[src/rtl/parity_step_counter.sv]
// rtl/parity_step_counter.sv - odd/even step-by-2 up/down counter with load, limit flag and wrap pulse
// Optional ping-pong mode enabled by defining PARITY_STEP_COUNTER_BOUNCE_EN.
module parity_step_counter #(
    parameter int WIDTH  = 4,
    parameter int PARITY = 1
) (
    input  logic             clk,
    input  logic             reset,
    input  logic             en,
    input  logic             Y,
    input  logic             load,
    input  logic [WIDTH-1:0] load_val,
`ifdef PARITY_STEP_COUNTER_BOUNCE_EN
    input  logic             bounce,
`endif
    output logic [WIDTH-1:0] out,
    output logic             dir,
    output logic             at_limit,
    output logic             wrap
);

    localparam logic             PAR_BIT = (PARITY != 0);
    localparam logic [WIDTH-1:0] MIN_VAL = {{(WIDTH-1){1'b0}}, PAR_BIT};
    localparam logic [WIDTH-1:0] MAX_VAL = {{(WIDTH-1){1'b1}}, PAR_BIT};
    localparam logic [WIDTH-1:0] STEP    = WIDTH'(2);

    logic [WIDTH-1:0] out_q, out_d;
    logic             dir_q, dir_d;
    logic             at_limit_q, at_limit_d;
    logic             wrap_q, wrap_d;
    logic             bounce_mode;

`ifdef PARITY_STEP_COUNTER_BOUNCE_EN
    assign bounce_mode = bounce;
`else
    assign bounce_mode = 1'b0;
`endif

    always_comb begin
        out_d  = out_q;
        dir_d  = Y;
        wrap_d = 1'b0;
        if (load) begin
            // LSB is coerced so the loaded value is always on the sequence
            out_d    = load_val;
            out_d[0] = PAR_BIT;
            dir_d    = Y;
        end else if (bounce_mode) begin
            // Ping-pong: direction is internal state, reflected at the limits
            dir_d = dir_q;
            if (en) begin
                if (dir_q) begin
                    if (out_q == MAX_VAL) begin
                        out_d  = MAX_VAL - STEP;
                        dir_d  = 1'b0;
                        wrap_d = 1'b1;
                    end else begin
                        out_d = out_q + STEP;
                    end
                end else begin
                    if (out_q == MIN_VAL) begin
                        out_d  = MIN_VAL + STEP;
                        dir_d  = 1'b1;
                        wrap_d = 1'b1;
                    end else begin
                        out_d = out_q - STEP;
                    end
                end
            end
        end else if (en) begin
            if (Y) begin
                if (out_q == MAX_VAL) begin
                    out_d  = MIN_VAL;
                    wrap_d = 1'b1;
                end else begin
                    out_d = out_q + STEP;
                end
            end else begin
                if (out_q == MIN_VAL) begin
                    out_d  = MAX_VAL;
                    wrap_d = 1'b1;
                end else begin
                    out_d = out_q - STEP;
                end
            end
        end
        at_limit_d = (out_d == MIN_VAL) || (out_d == MAX_VAL);
    end

    always_ff @(posedge clk) begin
        if (reset) begin
            out_q      <= MIN_VAL;
            dir_q      <= 1'b1;
            at_limit_q <= 1'b1;
            wrap_q     <= 1'b0;
        end else begin
            out_q      <= out_d;
            dir_q      <= dir_d;
            at_limit_q <= at_limit_d;
            wrap_q     <= wrap_d;
        end
    end

    assign out      = out_q;
    assign dir      = dir_q;
    assign at_limit = at_limit_q;
    assign wrap     = wrap_q;

endmodule

[config.mk]
export PLATFORM = sky130hd
export DESIGN_NAME = parity_step_counter
export DESIGN_NICKNAME = d
export VERILOG_FILES = /design/src/rtl/parity_step_counter.sv
export SDC_FILE = /design/constraint.sdc
export NUM_CORES = 1
export LEC_CHECK = 0
export CELL_PAD_IN_SITES_DETAIL_PLACEMENT = 0
export CELL_PAD_IN_SITES_GLOBAL_PLACEMENT = 2
export CORE_MARGIN = 2
export CORE_UTILIZATION = 21
export DETAILED_ROUTE_END_ITERATION = 8
export PLACE_DENSITY_LB_ADDON = 0.1
export REMOVE_ABC_BUFFERS = 1
export SYNTH_ARGS = -nofsm -noshare
export SYNTH_HDL_FRONTEND = slang
export SYNTH_SLANG_ARGS = --single-unit
[constraint.sdc]
create_clock -name clk -period 1.7 [get_ports clk]
set_input_delay 0.51 -clock clk [delete_from_list [all_inputs] [get_ports clk]]
set_output_delay 0.51 -clock clk [all_outputs]
set_load 0.01 [all_outputs]
**After elaboration in Yosys (flattened, before gate mapping)**

Cells that the tools add are included.

- Register bits after elaboration: 7
- Bits of input ports: 9
- Logic and storage cells: 21

- Add/subtract/negate cells: 2
- Eq/ne operators: 4
- Muxes and demuxes: 8
- Bitwise gates (word level): 1
- Reductions and logical operators: 2

Operators with widths:

| kind | count |
|---|---|
| $mux W4 | 5 |
| $eq A4 B1 Y1 const B | 2 |
| $eq A4 B4 Y1 const B | 2 |
| $add A4 B2 Y4 const B | 1 |
| $sub A4 B2 Y4 const B | 1 |
| $mux W1 | 3 |
| $reduce_or A3 Y1 | 1 |
| $logic_or A1 B1 Y1 | 1 |
| $not A1 Y1 | 1 |

**Logic depth before layout (Yosys ltp)**

- Word-level depth: 7
- Mapped depth: 7
- Mapped depth without buffers: 7

**Worst setup path before layout**

Ideal clock, no wire load.

- Path kind: flip-flop to flip-flop
- Start point: register out_q[1] (netlist: out[1])
- End point: register at_limit_q (netlist: at_limit)
- Arrival time: 1.678 ns
- Data required time: 1.561 ns
- Slack: -0.117 ns
- Stages on the path, launching flop included: 7
- Path buffers: 0
- Period minus slack after synthesis: 1.817 ns
- Cells stage by stage: dfxtp_1 > inv_1 > ha_1 > or4_1 > a41oi_2 > or2_4 > o311ai_4

- Word-level cells in the longest chain between the ends: 7
- Elaborated cells between the ends (all ways): 12
- Those cells by class: 2 x add/sub; 4 x eq/ne; 5 x mux; 1 x reduce/logical

RTL lines:

| element | line | source |
|---|---|---|
| from (decl) | 27 | `logic [WIDTH-1:0] out_q, out_d;` |
| from (signal assigned) | 97 | `out_q <= out_d;` |
| $sub A4 B2 Y4 (tied with other cells) | 83 | `out_d = out_q - STEP;` |
| $mux W4, on equally long branches | 79, 72 |  |
| $mux W4 | 71 | `if (Y) begin` |
| $mux W4 (*) | 70 | `end else if (en) begin` |
| $mux W4 (*) | 43 | `if (load) begin` |
| $eq A4 B1 Y1 / $eq A4 B4 Y1 (equally long branches) | 87 | `at_limit_d = (out_d == MIN_VAL) \|\| (out_d == MAX_VAL);` |
| $logic_or A1 B1 Y1 (*) | 87 |  |
| to (signal assigned) | 99 | `at_limit_q <= at_limit_d;` |
| to (decl) | 29 | `logic at_limit_q, at_limit_d;` |

Every way passes the cells marked *; elsewhere a longest branch is shown, timed or not.
A chain may end at the register's enable or synchronous reset.

**Final worst setup path**

- Start point: input port Y
- End point: register at_limit_q (netlist: at_limit)

- Word-level cells in the longest chain between the ends: 5
- Elaborated cells between the ends (all ways): 6
- Those cells by class: 2 x eq/ne; 3 x mux; 1 x reduce/logical

RTL lines:

| element | line | source |
|---|---|---|
| from (decl) | 10 | `input logic Y,` |
| $mux W4 (*) | 71 |  |
| $mux W4 (*) | 70 |  |
| $mux W4 (*) | 43 |  |
| $eq A4 B1 Y1 / $eq A4 B4 Y1 (equally long branches) | 87 |  |
| $logic_or A1 B1 Y1 (*) | 87 |  |

Marked as above.

==> results.yml <==
outcome:
  status: "completed"
synthesis:
  yosysWarnings: 0
  ys_ff_latch: 7
  avgSynthCellArea_sq_um: 8.68
  synthDistinctLibCells: 27
  synthesis.area_sq_um: 443
  synthCells: 51
  yosysSeqAreaShare_pct: 31.6
floorplan:
  die_x_microns: 49.9
  initial_core_util_pct: 22.3
  core_area_sq_um: 1980
  num_rows: 16
  die_h_microns: 49.9
  design.die.area_sq_um: 2490
  io_pins: 16
power_and_ir_drop:
  p_int_mw: 0.346
  p_per_area_nw_per_um2: 644
  peakVddDrop_uv: 330
  share_comb_of_total_power_pct: 31.1
  total_power_mw: 0.477
  pwr-share-clk_pct: 30.8
  sw_frac_of_total_pct: 27.3
  p_leak_nw: 0.325
  p_switching_mw: 0.130
  seqPwrFrac_pct: 38.1
timing:
  fin_crit_sh_pct: 98.6
  finalSetupViolCount: 0
  rsz0062_at_grt: "yes"
  skew_ns: 0.000484
  max_freq_mhz: 596
  final_hold_viol_count: 0
  drv_slew: 0
  fin_setup_tns_ns: 0
  worstMarginPinSlew_ns: 0.376
  period_needed_ns: 1.68
  maxSlewHeadroom_pct: 74.3
run:
  cap_violations: 0
min_path:
  hp-class: "flip-flop to flip-flop"
grt:
  grt_pass1_vias: 495
  antenna_found_initial: 0
  overflow: 0
  grt_max_degree: 10
  gr-usage-all-layers_pct: 11.0
  grt_first_pass_wirelength_mm: 2.05
detailed_routing:
  dr_total_vias: 467
  drc_errors: 0
  vias_per_cell: 4.36
  drt_iter0_markers: 5
  ant_nets: 0
  routed_wl_mm: 1.14
  post_drt_wl_per_cell_microns: 10.7
  drt_pre_antenna_iters: 3
critical_path:
  crit_type: "primary input to flip-flop"
  path_cells: "dlygate4sd2_1 > or4_4 > a41oi_2 > or2_4 > o311ai_4"
  cp-start-kind: "primary input"
  path_delay_family: "simple AND/OR/NAND/NOR gates"
  worstPathMaxFanout: 4
  critPathMaxStageDelay_ns: 0.52
  arrival_ns: 1.79
  crit_buf_inv: 1
  cp-end-kind: "flip-flop"
  cp_slowest_cell: "or4_4"
  crit_required_ns: 1.81
clocking:
  htreeDepth: 1
  cts_root_buffer: "clkbuf_4"
  cts_buffer_depth: 2
  cts_setup_buffers: 0
  cts_made_buffers: 3
  insertion_delay_ns: 0.24
  cts_tree: "done"
  cts.sinks: 7
  path_clk_slew_ns: 0.05
placed_design:
  numPortBuffers: 14
  globalplace.congestion: 0.726
  dp_hpwl_microns: 957
finish:
  diodes: 0
  fillers: 222
  multiInputGateArea_sq_um: 285
  fin_util_pct: 37.3
  regArea_sq_um: 146
  syn_to_final_growth_pct: 66.9
  drive_above_1_share_pct: 32.5
  nets: 92
-- path summary, 6_finish.rpt --
path | start | to | slack [ns] | cells after the start
min reg2reg | out[0]$_SDFF_PP1_ | wrap$_SDFF_PP0_ | 0.51 | 2
max | Y | at_limit$_SDFF_PP1_ | 0.02 | 5
min | out[0]$_SDFF_PP1_ | wrap$_SDFF_PP0_ | 0.51 | 2
max reg2reg | out[2]$_SDFF_PP0_ | at_limit$_SDFF_PP1_ | 0.04 | 6
-- power groups by stage --
stage	Combinational, mW	Clock [mW]	Sequential, mW
6_report	0.148	0.147	0.182
4_1_cts	0.150	0.155	0.182
2_1_floorplan	0.0603	0	0.194
3_5_place_dp	0.152	0	0.185
5_1_grt	0.163	0.163	0.184
3_3_place_gp	0.153	0	0.185
-- cells in the mapped netlist --
cell type	count	area (sq um)
o311ai_4	1	26.3
a21o_1	1	7.51
and2b_1	1	7.51
o41a_1	1	11.3
a2111oi_0	1	8.76
a21oi_1	3	15.0
xnor2_1	1	8.76
or3_2	1	7.51
dfxtp_1	7	140
nor3b_2	1	12.5
o21ai_0	2	10.0
nand2_1	3	11.3
o211ai_1	1	7.51
clkbuf_1	1	3.75
nand4_1	3	18.8
nand2b_1	1	6.26
a41oi_2	1	16.3
or2_4	1	8.76
nor2b_1	2	12.5
and2_1	1	6.26
nor2_1	4	15.0
nand3_1	2	10.0
inv_1	6	22.5
nor3b_1	1	7.51
or4_1	1	7.51
ha_1	2	25.0
a211o_1	1	8.76
-- worst reg2reg max path, stage by stage (launching register included) --
cell,delay [ns]
dfxtp_1,0.32
inv_1,0.06
ha_2,0.17
or4_4,0.48
a41oi_2,0.23
or2_4,0.17
o311ai_4,0.09
-- state kept, by name, indices dropped and copies added (netlist names) --
signal,count
out,4
wrap,1
at_limit,1
dir,1
-- layer usage --
| layer | share of wire (%) | wire length [microns] | GRT usage (%) | up-vias |
|---|---|---|---|---|
| li1 | - | - | - | 244 |
| met1 | 48 | 545 | 13.8 | 216 |
| met2 | 49 | 563 | 17.1 | 7 |
| met3 | 3.0 | 34 | 2.12 | 0 |
| met4 | 0 | 0 | 6.94 | 0 |
| met5 | 0 | 0 | 0 | - |
-- logic make-up after synthesis --
kind of cell | share of synthesized area, %
buffers and inverters | 5.93
flip-flops | 31.6
AND/OR/NAND/NOR | 29.7
adder cells (fa/ha/maj) | 5.65
AO/OA/AOI/OAI | 25.1
XOR/XNOR | 1.98
-- layout make-up --
cell class,instances,area share (%)
clock buffer,4,3.55
sequential,7,19.8
timing repair buffer,26,30.5
inverter,6,3.05
multi-input combinational,37,38.6
tap,27,4.57
-- stage by stage --
step	cells	cell area [sq um]	hold WS, ns	setup slack [ns]
after floorplan	50	439	0.523	-0.117
after global placement	103	703	0.562	-0.430
after detailed placement	103	703	0.554	-0.404
after CTS	107	731	0.525	0.000975
after global routing	107	739	0.545	-0.00943
final	107	739	0.512	0.0230
-- repair_timing --
| item | in CTS | in global routing |
|---|---|---|
| hold endpoints to repair | 0 | 0 |
| setup endpoints to repair | 6 | 3 |
| hold buffers | 0 | 0 |
| pin swaps | 1 | 3 |
| resized for setup | 12 | 4 |
-- layout by cell type (no fill, tap or decap), types with 2 or more instances in the layout --
cell type        synthesis  final
clkbuf_4                 0      3
ha_2                     0      2
dfxtp_2                  0      2
clkdlybuf4s50_1          0      7
dlygate4sd2_1            0      6
dfxtp_1                  7      4
buf_4                    0     12
nand3_1                  2      2
inv_1                    6      6
a21oi_1                  3      3
nor2_1                   4      4
nand4_1                  3      3
o21ai_1                  0      2
nand2_1                  3      3
nor2b_1                  2      2
Note: power is estimated with default switching activity, not from simulation.
